File: src/rtl/bus_arbiter.sv
// bus_arbiter
//   Shares one multiplexed memory bus between the CPU core (port C) and the
//   console/debug loader (port D). Each granted request runs a fixed
//   sequence: address phase (ALE), data phase (En), capture, acknowledge.
//   Out-of-range addresses skip the bus entirely and acknowledge with err.
//
// Ports
//   clk, rst              clock, synchronous active-high reset
//   pause                 masks port C requests at arbitration
//   c_*/d_* req,we,addr,wdata   requester inputs (level request)
//   c_*/d_* ack,err,rdata       one-cycle completion outputs
//   busy                  high whenever a transaction is in flight
//   Bus_Out, Bus_In       multiplexed address/write data out, read data in
//   ALE, En, Rw           address latch enable, access enable, 1=read
module bus_arbiter #(
  parameter int DATA_W    = 8,
  parameter int MEM_DEPTH = 64
) (
  input  logic              clk,
  input  logic              rst,
  input  logic              pause,
  input  logic              c_req,
  input  logic              d_req,
  input  logic              c_we,
  input  logic              d_we,
  input  logic [DATA_W-1:0] c_addr,
  input  logic [DATA_W-1:0] d_addr,
  input  logic [DATA_W-1:0] c_wdata,
  input  logic [DATA_W-1:0] d_wdata,
  output logic              c_ack,
  output logic              d_ack,
  output logic              c_err,
  output logic              d_err,
  output logic [DATA_W-1:0] c_rdata,
  output logic [DATA_W-1:0] d_rdata,
  output logic              busy,
  output logic [DATA_W-1:0] Bus_Out,
  input  logic [DATA_W-1:0] Bus_In,
  output logic              ALE,
  output logic              En,
  output logic              Rw
);

  typedef enum logic [2:0] {IDLE, ADDR, XFER, CAPT, DONE} state_t;

  state_t              state, state_nxt;
  logic                last_d, last_d_nxt;   // 1 = port D was granted last
  logic                rc, rd, win_d, start;
  logic                sel_we;
  logic [DATA_W-1:0]   sel_addr, sel_wdata;

  // Transaction register, loaded only when a request is granted in IDLE
  logic                own_d;
  logic                txn_we;
  logic                txn_err;
  logic [DATA_W-1:0]   txn_addr;
  logic [DATA_W-1:0]   txn_wdata;
  logic [DATA_W-1:0]   cap;

  // Extra top bit keeps the compare correct when MEM_DEPTH == 2**DATA_W
  function automatic logic out_of_range(input logic [DATA_W-1:0] a);
    return {1'b0, a} >= (DATA_W+1)'(MEM_DEPTH);
  endfunction

  assign rc    = c_req & ~pause;
  assign rd    = d_req;
  assign start = rc | rd;
  // D wins when alone, or on a tie when C was served last
  assign win_d = rd & (~rc | ~last_d);

  assign sel_we    = win_d ? d_we    : c_we;
  assign sel_addr  = win_d ? d_addr  : c_addr;
  assign sel_wdata = win_d ? d_wdata : c_wdata;

  always_ff @(posedge clk) begin
    if (rst) begin
      state  <= IDLE;
      last_d <= 1'b1;
    end else begin
      state  <= state_nxt;
      last_d <= last_d_nxt;
    end
  end

  // Datapath registers carry no reset: every output that reads them is
  // gated by the (reset) state.
  always_ff @(posedge clk) begin
    if (state == IDLE && start) begin
      own_d     <= win_d;
      txn_we    <= sel_we;
      txn_addr  <= sel_addr;
      txn_wdata <= sel_wdata;
      txn_err   <= out_of_range(sel_addr);
      cap       <= '0;
    end else if (state == CAPT) begin
      cap <= txn_we ? '0 : Bus_In;
    end
  end

  always_comb begin
    state_nxt  = state;
    last_d_nxt = last_d;
    ALE        = 1'b0;
    En         = 1'b0;
    Rw         = 1'b1;
    Bus_Out    = '0;
    c_ack      = 1'b0;
    c_err      = 1'b0;
    c_rdata    = '0;
    d_ack      = 1'b0;
    d_err      = 1'b0;
    d_rdata    = '0;
    busy       = (state != IDLE);
    case (state)
      IDLE: begin
        if (start) begin
          last_d_nxt = win_d;
          state_nxt  = out_of_range(sel_addr) ? DONE : ADDR;
        end
      end
      ADDR: begin
        ALE       = 1'b1;
        Bus_Out   = txn_addr;
        state_nxt = XFER;
      end
      XFER: begin
        En        = 1'b1;
        Rw        = ~txn_we;
        Bus_Out   = txn_we ? txn_wdata : '0;
        state_nxt = CAPT;
      end
      CAPT: begin
        state_nxt = DONE;
      end
      DONE: begin
        if (own_d) begin
          d_ack   = 1'b1;
          d_err   = txn_err;
          d_rdata = cap;
        end else begin
          c_ack   = 1'b1;
          c_err   = txn_err;
          c_rdata = cap;
        end
        state_nxt = IDLE;
      end
      default: state_nxt = IDLE;
    endcase
  end

endmodule

File: config.mk
export PLATFORM = sky130hd
export DESIGN_NAME = bus_arbiter
export DESIGN_NICKNAME = d
export VERILOG_FILES = /design/src/rtl/bus_arbiter.sv
export SDC_FILE = /design/constraint.sdc
export NUM_CORES = 1
export LEC_CHECK = 0
export CAP_MARGIN = 0
export CORE_ASPECT_RATIO = 2
export CORE_MARGIN = 2
export CORE_UTILIZATION = 44
export DETAILED_ROUTE_END_ITERATION = 8
export PLACE_DENSITY = 0.83
export SYNTH_ARGS = -nofsm -noshare
export SYNTH_HDL_FRONTEND = slang
export SYNTH_SLANG_ARGS = --single-unit
File: constraint.sdc
create_clock -name clk -period 3.6 [get_ports clk]
set_input_delay 0.36 -clock clk [delete_from_list [all_inputs] [get_ports clk]]
set_output_delay 0.36 -clock clk [all_outputs]
set_load 0.1 [all_outputs]
==> flow_metrics.tcl <==
set metrics [dict create \
    status "completed" \
    preCtsSetupSlack_ns 1.17 \
    synth_top_area_share_pct 34.6 \
    grt_pass1_wl_mm 5.66 \
    io_buffers 78 \
    drv_cap 0 \
    synth_seq_area_share_pct 49.2 \
    drt-initial-drc-count 17 \
    nFillCells 292 \
    syn_avg_cell_area_um2 12.0 \
    drcViolationCount 0 \
    grt_max_degree 28 \
    routed-via-count 1319 \
    antenna_found_initial 0 \
    worstPathMaxFanout 11 \
    fin_total_pwr_w 0.000947 \
    drt-total-wl_mm 3.47 \
    power_density_mw_per_mm2 386 \
    layout_common_cells "clkdlybuf4s50_1 (48), buf_4 (31), and2_1 (19), edfxtp_1 (19), dfxtp_1 (12)" \
    die_h_um 90.5 \
    design.die.area_mm2 0.00428 \
    htreeDepth 2 \
    layout_commonest_cell "clkdlybuf4s50_1" \
    timing.fmax_mhz 386 \
    start_util_pct 45.7 \
    ir_worst_vdd_mv 0.267 \
    hold_path.class "register to register" \
    setup_viol 0 \
    final_util_pct 68.1 \
    start_kind "register" \
    ant_nets 0 \
    cts.clk_slew.worst_paths_ns 0.06 \
    cts_root_buf "clkbuf_8" \
    tns_ns 0 \
    cts_resized 0 \
    synth.largest_area_cell "edfxtp_1" \
    cts_tree "yes" \
    setup_slack_ns 1.01 \
    relSlewSlack_pct 35.8 \
    io_pins 79 \
    clk_latency_ns 0.28 \
    diodes 0 \
    synth_cell_type_count 36 \
    syn2layout_area_growth_pct 49.1 \
    numCtsBuffers 5 \
    synthCells 137 \
    postCtsSetupBuffers 0 \
    drive_above_1_share_pct 26.7 \
    die_w_um 47.3 \
    row_count 31 \
    arrival_ns 2.23 \
    grt_pass1_vias 1355 \
    rsz0062_at_grt "no" \
    nets 263 \
    cts_buffer_depth 2 \
    via_per_inst 4.96 \
    period_needed_ns 2.59 \
    critical_path.endpoint_type "primary output" \
    path_class "register to primary output" \
    detailedPlacementHpwl_mm 2.80 \
    wl_per_cell_um 13.0 \
    hold_buffers 0 \
    ys_ff_latch 31 \
    core-area_mm2 0.00361 \
    yosysWarningCount 0 \
    required_ns 3.24 \
    slew_viol_final 0 \
    period_share_pct 72.0 \
    worst_slew_pin_slew_ns 0.960 \
    overflow 0 \
    routabilityCongestion 0.805 \
    hold_viol 0 \
    clkSinkCount 31 \
    synth.top_cells.by_area "edfxtp_1 (35%), dfxtp_1 (15%), mux2_4 (9.1%)" \
    drt_first_pass_iters 4 \
    grt_use_total_pct 17.7 \
    synth_fp_nets 184 \
    finalClockSkew_ns 0.00705 \
    netlist_area_mm2 0.00165 \
    p_leak_nw 0.981 \
]
final timing paths:
check,slack [ns],endpoint,from,cells past startpoint
max,1.01,En,state[1]$_SDFFE_PP0P_,2
min,0.46,cap[2]$_SDFFE_PP0N_,cap[2]$_SDFFE_PP0N_,2
max reg2reg,1.51,txn_we$_DFFE_PP_,state[1]$_SDFFE_PP0P_,3
min reg2reg,0.46,cap[2]$_SDFFE_PP0N_,cap[2]$_SDFFE_PP0N_,2
power by group:
part           total (W)  internal [W]  switching (W)
clock           0.000249      0.000131       0.000117
combinational   0.000256      0.000107       0.000149
sequential      0.000442      0.000420      0.0000222
total           0.000947      0.000658       0.000289
registers in the layout, summed over array words and instances, names as in the netlist:
name and count:
txn_err 1, txn_wdata 8, txn_we 1, own_d 1, txn_addr 8, last_d 1, state 3, cap 8
cell families (layout without fill, tap and decap cells):
| family | after synthesis | count (layout) | synth area share, % |
|---|---|---|---|
| AOI/OAI and AO/OA | 23 | 23 | 9.87 |
| xor gates and xnor gates | 1 | 1 | 0.532 |
| buffers and inverters | 11 | 91 | 3.72 |
| DFF | 31 | 31 | 49.2 |
| muxes | 17 | 17 | 13.9 |
| and+or+nand+nor | 54 | 54 | 22.8 |
synthesized netlist by cell type (all sizes together):
| library cell | count |
|---|---|
| a2111oi | 1 |
| a21boi | 1 |
| a21oi | 8 |
| a221o | 1 |
| a22o | 8 |
| a31oi | 1 |
| and2 | 19 |
| and3 | 2 |
| and3b | 1 |
| buf | 7 |
| clkinv | 1 |
| dfxtp | 12 |
| edfxtp | 19 |
| inv | 3 |
| mux2 | 17 |
| nand2 | 9 |
| nand2b | 1 |
| nand3 | 1 |
| nand3b | 10 |
| nor2 | 4 |
| nor2b | 1 |
| nor3 | 2 |
| nor3b | 1 |
| nor4 | 1 |
| nor4b | 1 |
| nor4bb | 1 |
| o21ai | 2 |
| o32ai | 1 |
| xnor2 | 1 |
stage by stage:
step / cell area (um^2) / hold WS (ns) / cells
6_report: 2460 / 0.458 / 266
3_5_place_dp: 2380 / 0.450 / 258
3_3_place_gp: 2380 / 0.444 / 258
5_1_grt: 2460 / 0.477 / 266
4_1_cts: 2460 / 0.458 / 266
2_1_floorplan: 1650 / 0.436 / 137
area by class of cell:
class                           instances  area (um^2)  area share, %
Inverter                                4         15.0          0.611
Tap cell                               49         61.3           2.50
Clock inverter                          2         7.51          0.306
Sequential cell                        31          811           33.0
Timing Repair Buffer                   79          713           29.0
Multi-Input combinational cell         95          776           31.6
Clock buffer                            6         72.6           2.95
critical path, stage by stage, from the launching register on:
cell	delay, ns
dfxtp_1	0.62
and2_1	0.21
clkdlybuf4s50_1	1.13
routing by layer:
| layer | track usage (%) | up-vias | wire, um | share of wire, % |
|---|---|---|---|---|
| met3 | 5.20 | 6 | 323 | 9.3 |
| li1 | - | 657 | - | - |
| met1 | 17.6 | 586 | 1180 | 34 |
| met4 | 7.18 | 0 | 58 | 1.7 |
| met5 | 0 | - | 0 | 0 |
| met2 | 31.2 | 70 | 1910 | 55 |
Power figures use the tool's default switching activity.
